$ cat config.mk
export PLATFORM = sky130hd
export DESIGN_NAME = seq_det_ctrl
export DESIGN_NICKNAME = d
export VERILOG_FILES = /design/src/rtl/seq_det_pkg.sv /design/src/rtl/seq_shift_cmp.sv /design/src/rtl/seq_det_ctrl.sv
export SDC_FILE = /design/constraint.sdc
export NUM_CORES = 1
export LEC_CHECK = 0
export ABC_AREA = 1
export CORE_ASPECT_RATIO = 0.9
export CORE_UTILIZATION = 50
export CTS_CLUSTER_DIAMETER = 50
export CTS_CLUSTER_SIZE = 28
export DETAILED_ROUTE_END_ITERATION = 16
export PLACE_DENSITY_LB_ADDON = 0.12
export SKIP_CTS_REPAIR_TIMING = 1
export SYNTH_ARGS = -nofsm -noshare
export SYNTH_HDL_FRONTEND = slang
export SYNTH_SLANG_ARGS = --single-unit
$ cat constraint.sdc
create_clock -name clk -period 2.7 [get_ports clk]
set_clock_uncertainty 0.15 [all_clocks]
set_input_delay 0.405 -clock clk [delete_from_list [all_inputs] [get_ports clk]]
set_output_delay 0.405 -clock clk [all_outputs]
set_load 0.05 [all_outputs]
$ cat src/rtl/seq_det_pkg.sv
// Shared types and constants for the serial sequence detector.
// Holds the FSM state enum, pattern length limits, history width and
// a helper that builds the comparison mask for a given pattern length.
package seq_det_pkg;

   typedef enum logic [1:0] {
      IDLE  = 2'd0,
      ARMED = 2'd1,
      MATCH = 2'd2
   } state_t;

   localparam int MAX_LEN = 4;
   localparam int MIN_LEN = 2;
   localparam int HIST_W  = MAX_LEN;

   // Selects the low 'len' history bits; lengths outside 2..4 never reach
   // the comparator because they are rejected at configuration time.
   function automatic logic [HIST_W-1:0] len_mask(input logic [2:0] len);
      case (len)
         3'd2:    return 4'b0011;
         3'd3:    return 4'b0111;
         3'd4:    return 4'b1111;
         default: return 4'b0000;
      endcase
   endfunction

   function automatic logic len_ok(input logic [2:0] len);
      return (len >= 3'(MIN_LEN)) && (len <= 3'(MAX_LEN));
   endfunction

endpackage

$ cat src/rtl/seq_shift_cmp.sv
// History shift register, saturating fill counter and length-masked compare.
// Ports: clk/rst, clr (restart history), en (shift x this edge), x, pattern,
//        len; outputs hit (next history matches) and fill_full (next fill == len).
// Macro SEQ_DET_OVERLAP_EN: when defined, fill is kept after a match so
// overlapping occurrences are found; otherwise fill restarts at 0.
module seq_shift_cmp
   import seq_det_pkg::*;
(
   input  logic              clk,
   input  logic              rst,
   input  logic              clr,
   input  logic              en,
   input  logic              x,
   input  logic [HIST_W-1:0] pattern,
   input  logic [2:0]        len,
   output logic              hit,
   output logic              fill_full
);

   logic [HIST_W-1:0] hist_q, hist_d, hist_nx;
   logic [2:0]        fill_q, fill_d, fill_nx;
   logic              match_now;

   always_comb begin
      // hist_nx/fill_nx are the values after this edge's bit, so a match is
      // flagged on the same edge that samples the final bit.
      hist_nx   = {hist_q[HIST_W-2:0], x};
      fill_nx   = (fill_q >= len) ? len : fill_q + 3'd1;
      fill_full = en && (fill_nx == len);
      hit       = ((hist_nx & len_mask(len)) == (pattern & len_mask(len)));
      match_now = fill_full && hit;

      hist_d = hist_q;
      fill_d = fill_q;
      if (clr) begin
         hist_d = '0;
         fill_d = 3'd0;
      end else if (en) begin
         hist_d = hist_nx;
`ifdef SEQ_DET_OVERLAP_EN
         fill_d = fill_nx;
`else
         // A match consumes its bits: the next one needs len fresh bits.
         fill_d = match_now ? 3'd0 : fill_nx;
`endif
      end
   end

   always_ff @(posedge clk) begin
      if (rst) begin
         hist_q <= '0;
         fill_q <= 3'd0;
      end else begin
         hist_q <= hist_d;
         fill_q <= fill_d;
      end
   end

endmodule

$ cat src/rtl/seq_det_ctrl.sv
// Serial sequence detector: FSM (IDLE/ARMED/MATCH), config handshake, match counter.
// Ports: clk, rst (sync, active-high); cfg_valid/cfg_ready/cfg_pattern/cfg_len/cfg_err;
//        start/stop; x serial bit; y Moore match flag, busy, match_cnt[CNT_W-1:0].
// Macro SEQ_DET_OVERLAP_EN (in seq_shift_cmp) enables overlapping detection.
module seq_det_ctrl
   import seq_det_pkg::*;
#(
   parameter int CNT_W = 8
) (
   input  logic             clk,
   input  logic             rst,
   input  logic             cfg_valid,
   output logic             cfg_ready,
   input  logic [3:0]       cfg_pattern,
   input  logic [2:0]       cfg_len,
   output logic             cfg_err,
   input  logic             start,
   input  logic             stop,
   input  logic             x,
   output logic             y,
   output logic             busy,
   output logic [CNT_W-1:0] match_cnt
);

   state_t           state_q, state_d;
   logic [3:0]       pat_q, pat_d;
   logic [2:0]       len_q, len_d;
   logic             loaded_q, loaded_d;
   logic [CNT_W-1:0] match_cnt_q, match_cnt_d;
   logic             cfg_err_q, cfg_err_d;
   logic             y_q, y_d;
   logic             busy_q, busy_d;
   logic             cfg_ready_q, cfg_ready_d;

   logic arm_clr;
   logic shift_en;
   logic hit;
   logic fill_full;
   logic match_edge;

   assign shift_en   = (state_q != IDLE);
   assign match_edge = hit && fill_full;

   seq_shift_cmp u_shift_cmp (
      .clk       (clk),
      .rst       (rst),
      .clr       (arm_clr),
      .en        (shift_en),
      .x         (x),
      .pattern   (pat_q),
      .len       (len_q),
      .hit       (hit),
      .fill_full (fill_full)
   );

   always_comb begin
      state_d     = state_q;
      pat_d       = pat_q;
      len_d       = len_q;
      loaded_d    = loaded_q;
      match_cnt_d = match_cnt_q;
      cfg_err_d   = 1'b0;
      arm_clr     = 1'b0;

      case (state_q)
         IDLE: begin
            // cfg_ready is high exactly in IDLE, so valid alone is a transfer here.
            if (cfg_valid) begin
               if (len_ok(cfg_len)) begin
                  pat_d    = cfg_pattern;
                  len_d    = cfg_len;
                  loaded_d = 1'b1;
               end else begin
                  cfg_err_d = 1'b1;
               end
            end
            // Arming uses the configuration held before this edge.
            if (start && !stop && loaded_q) begin
               state_d     = ARMED;
               match_cnt_d = '0;
               arm_clr     = 1'b1;
            end
         end
         ARMED, MATCH: begin
            if (stop) begin
               state_d = IDLE;
            end else if (match_edge) begin
               state_d = MATCH;
               if (match_cnt_q != {CNT_W{1'b1}})
                  match_cnt_d = match_cnt_q + {{(CNT_W-1){1'b0}}, 1'b1};
            end else begin
               state_d = ARMED;
            end
         end
         default: state_d = IDLE;
      endcase

      y_d         = (state_d == MATCH);
      busy_d      = (state_d != IDLE);
      cfg_ready_d = (state_d == IDLE);
   end

   always_ff @(posedge clk) begin
      if (rst) begin
         state_q     <= IDLE;
         pat_q       <= 4'd0;
         len_q       <= 3'd0;
         loaded_q    <= 1'b0;
         match_cnt_q <= '0;
         cfg_err_q   <= 1'b0;
         y_q         <= 1'b0;
         busy_q      <= 1'b0;
         cfg_ready_q <= 1'b1;
      end else begin
         state_q     <= state_d;
         pat_q       <= pat_d;
         len_q       <= len_d;
         loaded_q    <= loaded_d;
         match_cnt_q <= match_cnt_d;
         cfg_err_q   <= cfg_err_d;
         y_q         <= y_d;
         busy_q      <= busy_d;
         cfg_ready_q <= cfg_ready_d;
      end
   end

   assign y         = y_q;
   assign busy      = busy_q;
   assign cfg_ready = cfg_ready_q;
   assign cfg_err   = cfg_err_q;
   assign match_cnt = match_cnt_q;

endmodule

* Word level (Yosys, flattened, before mapping)
Index checks and enable logic that the tools add are counted.
** Operators by class
- Add/sub/neg operators :: 2
- Order comparisons :: 3
- Equality and inequality tests :: 13
- Multiplexer cells :: 15
- Bitwise gates (word level) :: 4
- Reduce and logical (&&, ||, !) cells :: 16
** Operators with widths (number)
- two-way mux 8 bit :: 4
- case mux 8 bit (2 select lines) :: 1
- case mux 4 bit (3 select lines) :: 1
- adder 8 x 1 -> 8 bit, second input constant :: 1
- bitwise AND 4 bit :: 2
- inequality test 2 bit, second input constant :: 4
- inequality test 8 bit, second input constant :: 1
- == test 3 x 2 -> 1 bit, second input constant :: 2
- two-way mux 2 bit :: 3
- two-way mux 3 bit :: 2
- nonzero test 2 bit :: 3
- logical AND 1 bit :: 5
- AND reduction 5 bit :: 1
- == test 2 bit, second input constant :: 2
- == test 4 bit :: 1
- zero test 2 bit :: 2
- case mux 2 bit (2 select lines) :: 1
- OR reduction 2 bit :: 2
- adder 3 x 1 -> 3 bit, second input constant :: 1
- == test 3 bit :: 1
- == test 3 bit, second input constant :: 1
- greater-or-equal comparator 3 x 2 -> 1 bit, second input constant :: 1
- greater-or-equal comparator 3 bit :: 1
- <= comparator 3 bit, second input constant :: 1
- 6 further kinds :: 9
** Word-level totals
- Bits in registers :: 28
- Input bits :: 13
- Output and inout port bits :: 12
- Logic and storage cells :: 64

* Logic depth before layout (Yosys ltp)
- Word-level depth :: 9
- Gate-level depth with buffers :: 13
- Gate-level depth less buffers :: 13

* By module
From an unflattened synthesis, not the netlist that was laid out.
** Unflattened totals
- Cells, all modules :: 246
- Area, all modules :: 1657.8 um^2
** Modules (own cells, without submodules)
- seq_det_ctrl :: times used 1, cells an instance 161, area an instance 1108.6 um^2, seq. area each 440.4 um^2
- seq_shift_cmp :: times used 1, cells an instance 85, area an instance 549.3 um^2, seq. area each 120.1 um^2

* Worst setup path after synthesis
No wires, ideal clock.
- Path type :: register -> register
- Start point :: reg match_cnt_q[0], in the netlist match_cnt[0]
- End point :: reg match_cnt_q[3], in the netlist match_cnt[3]
- Library setup time :: 0.070 ns
- Arrival time :: 1.772 ns
- Data required time :: 2.480 ns
- Setup slack :: 0.708 ns
- Stages on the path, launching flop included :: 10
- Buffers on the path :: 0
- Clock period less this slack :: 1.992 ns
- Cell sequence :: dfxtp_1 ha_1 nand2_1 inv_1 nand2_1 o21ai_2 a21oi_4 nand3_2 nand3_1 a21oi_1
** Between the ends
- Longest elaborated chain between the ends :: 5
- Elaborated cells on any way between the ends :: 8
- Those cells by class :: 1 x add/sub; 2 x eq/ne; 4 x mux; 1 x reduce/logical
** RTL lines
- start: declaration :: line seq_det_ctrl.sv:29 : logic [CNT_W-1:0] match_cnt_q, match_cnt_d;
- start signal: assignment :: line seq_det_ctrl.sv:119 : match_cnt_q <= match_cnt_d;
- adder 8 x 1 -> 8 bit :: line seq_det_ctrl.sv:90 : match_cnt_d = match_cnt_q + {{(CNT_W-1){1'b0}}, 1'b1};
- two-way mux 8 bit :: line seq_det_ctrl.sv:89 : if (match_cnt_q != {CNT_W{1'b1}})
- two-way mux 8 bit :: line seq_det_ctrl.sv:87 : end else if (match_edge) begin
- two-way mux 8 bit :: line seq_det_ctrl.sv:85 : if (stop) begin
- case mux 8 bit (2 select lines) :: line seq_det_ctrl.sv:65 : case (state_q)
Parallel ways exist; a longest one is shown, timed or not. The select of a mux whose other input is x is not followed.
A chain may end at the register's enable or synchronous reset.

* Worst setup path after layout
- Start point :: reg len_q[2]
- End point :: reg match_cnt_q[2], in the netlist match_cnt[2]
** Between the ends
- Longest elaborated chain between the ends :: 7
- Elaborated cells on any way between the ends :: 14
- Those cells by class :: 1 x order compare; 6 x eq/ne; 2 x mux; 2 x bitwise; 3 x reduce/logical
** RTL lines
- start: declaration :: line seq_det_ctrl.sv:27 : logic [2:0] len_q, len_d;
- start signal: assignment :: line seq_det_ctrl.sv:117 : len_q <= len_d;
- == test 3 bit, or another cell as far along :: line seq_det_pkg.sv:19 : case (len)
- case mux 4 bit (3 select lines) / two-way mux 3 bit (equally long branches) :: line seq_det_pkg.sv:19, seq_shift_cmp.sv:28
- bitwise AND 4 bit / == test 3 bit (equally long branches) :: line seq_shift_cmp.sv:30, seq_shift_cmp.sv:29
- == test 4 bit / logical AND 1 bit (equally long branches) :: line seq_shift_cmp.sv:30, seq_shift_cmp.sv:29
- logical AND 1 bit (*) :: line seq_det_ctrl.sv:42 : assign match_edge = hit && fill_full;
- inequality test 2 bit (no line) (*)
- AND reduction 5 bit (no line) (*)
Every way passes the cells marked *; elsewhere a longest branch is shown, timed or not.

==> impl_results.md <==
- Status: finished clean
- Max_slew headroom: 0.6498
- Arrival time at the worst endpoint: ~2200 ps
- Clk sinks: 28
- Syn avg cell area: around 7.1 sq um
- FMAX: 0.4549 GHz
- Total gr overflow: 0
- FF+latch count, synth: 28
- Dominant cell type by area after synthesis: dfxtp_1
- Placed cell areas: around 0.0020 sq mm
- H-tree levels: 1
- # fillers: ~290
- Core region area: about 0.0031 sq mm
- CTS tree: yes
- Die area: roughly 0.0036 sq mm
- Clock Latency Late Sink: between 200 and 300 ps
- Final Cell Area: around 0.002 sq mm
- First-pass GRT wire length: ~6000 microns
- Antenna diodes: 0
- Biggest cell delay along the critical path: 480 ps
- DIE HEIGHT: roughly 57 microns
- Post-synth top area share: 0.3323
- CP startpoint kind: flop
- Cell area after synthesis: roughly 0.0017 sq mm
- Initial DRC count: around 130
- Final hold viol count: 0
- P per Cell Area: about 450 mW/mm^2
- RSZ-0062 raised after global routing: false
- Post-synthesis sequential area ratio: 0.3323
- Via/cell ratio: about 5.2
- Layout cells sized above 1: 0.1472
- Yosys cell types: 29
- Leakage: approximately 0.85 nW
- CP Cell Sequence: inv_2, ha_1, a21oi_4, nand4_1, nand3_4, nor2_8, nand2_4, nand2_2, nand3_1, a21oi_1
- Largest net degree at the start of global routing: 17
- Final routed DRC violation total: 0
- Req. time, crit path: approximately 2700 ps
- Final HPWL from detailed placement: around 2700 microns
- VDD IR max: ~0.00037 V
- WL final: between 3000 and 4000 microns
- Final Slew Violations: 0
- Gate Count Post-Synth: between 200 and 250
- Top cells by area, synth: dfxtp_1 (33%), nand2_1 (11%), nand3_1 (6.8%)
- Initial antenna violation count: 0
- Total negative setup slack: 0 ps
- Final setup vio count: 0
- CP max FO: 7
- Total power: between 0.0009 and 0.001 W
- WS Path Type: reg -> reg
- Gr usage total: 0.2116
- Post-Syn Nets: ~260
- Area grow syn2layout: 22.03%
- Vias: between 1500 and 2000
- Num CTS Buffers: 3
- DRT antenna net count: 0
- Chip Width: about 63 microns
- Port Buffers: 24
- CP max stage cell: dfxtp_1
- Clk pin slew, worst setup/hold paths: 100 ps
- CP endpoint kind: flop
- Root buf cell: clkbuf_8
- Max Cap Viol: 0
- # IOs: 25
- Clk buf depth: 2
- YS warnings: 0
- Vias in the first global route: between 1000 and 1500
- Min Clock Period, post-route: between 2000 and 2500 ps
- DR pass1 iterations: 4
- Util after Layout: 0.6559
- Starting Density: 0.5375
- Type of the worst min-delay path: reg -> reg
- Avg WL per Cell: 11.47 microns
- Layout Nets: 286
- Tcrit/Tclk final: 0.8142
- Global placement routability congestion: 0.8307
- Site row count: 19
- Worst Tran Pin Value: between 500 and 600 ps
[cells by family (layout without fill, tap and decap cells)]
| family | count (synthesis) | count (layout) | synth area share |
|---|---|---|---|
| and+or+nand+nor | 124 | 124 | 0.3806 |
| adders and majority gates | 7 | 7 | 0.05193 |
| DFF | 28 | 28 | 0.3323 |
| AOI/OAI and AO/OA | 37 | 37 | 0.1335 |
| buffers and inverters | 38 | 66 | 0.08605 |
| xor gates and xnor gates | 3 | 3 | 0.01558 |
[synthesized netlist by cell type (all sizes together)]
library cell	number
nand2	57
inv	35
nand3	29
dfxtp	28
nor2	23
a21oi	22
o21ai	14
nand4	8
ha	7
nor3	5
xor2	3
clkbuf	2
or2	2
a21o	1
clkinv	1
[state kept, by name, summed over array words and instances, names as in the netlist, 2 cells and up]
register            cells
u_shift_cmp.hist_q      3
state_q                 2
u_shift_cmp.fill_q      3
pat_q                   4
len_q                   3
match_cnt               8
[routing by layer]
layer	vias to the layer above	global-route usage	part of all wire
met1	718	0.3097	0.52
met3	5	0.02600	0.035
met5	-	0	0
li1	831	-	-
met4	0	0.08766	0.016
met2	36	0.3149	0.43
[cell usage in the layout (no fill, tap or decap)]
master	count
nand4_1	8
nand3_2	5
nand2_1	48
clkinv_1	1
o21ai_1	1
nor2_2	2
nor2_4	1
a21o_1	1
or2_2	1
o21ai_2	4
clkdlybuf4s50_1	24
nor3_1	4
nand3_4	1
ha_1	7
nand3_1	23
inv_4	1
dfxtp_1	28
nor2_1	19
inv_2	5
nand2_4	3
bufinv_16	1
nand2_2	6
buf_4	2
o21ai_0	9
xor2_1	3
clkbuf_8	3
or2_1	1
nor2_8	1
inv_1	29
nor3_2	1
a21oi_4	2
a21oi_1	20
[critical path, delay by kind of cell (launching register included)]
kind / cells / cell delay, ps
AOI/OAI and AO/OA: 2 / 310
buffers and inverters: 1 / 90
and+or+nand+nor: 6 / 740
DFF: 1 / 480
adders and majority gates: 1 / 350
[power by group]
group          switching, W  internal, W  leakage, nW
registers        0.00000854     0.000425        0.227
logic              0.000103    0.0000590        0.590
clock network      0.000136     0.000199       0.0357
total              0.000247     0.000683        0.853
[metrics by stage]
step           instances  setup slack, ps  hold slack (ps)
4_1_cts              307            514.5            331.9
6_report             307            501.5            329.0
5_1_grt              307            318.7            366.1
3_3_place_gp         303            521.8            308.7
2_1_floorplan        237            707.9            293.2
3_5_place_dp         303            503.6            317.1
[area by class of cell]
class | count | area, sq um | area share
multi-input cells | 171 | 980.9 | 0.4766
flip-flops and latches | 28 | 560.5 | 0.2723
repair buffers | 26 | 255.2 | 0.1240
inverters | 36 | 137.6 | 0.06687
well taps | 42 | 52.55 | 0.02553
clock buffers | 3 | 41.29 | 0.02006
clock inverters | 1 | 30.03 | 0.01459
[path summary, 6_finish.rpt]
| check | start | endpoint | slack (ps) | depth (start not counted) |
|---|---|---|---|---|
| min | pat_q[0] | pat_q[0] | 330 | 2 |
| max reg2reg | len_q[2] | match_cnt[2] | 500 | 10 |
| min reg2reg | pat_q[0] | pat_q[0] | 330 | 2 |
| max | len_q[2] | match_cnt[2] | 500 | 10 |
Note: power is estimated with default switching activity, not from simulation.
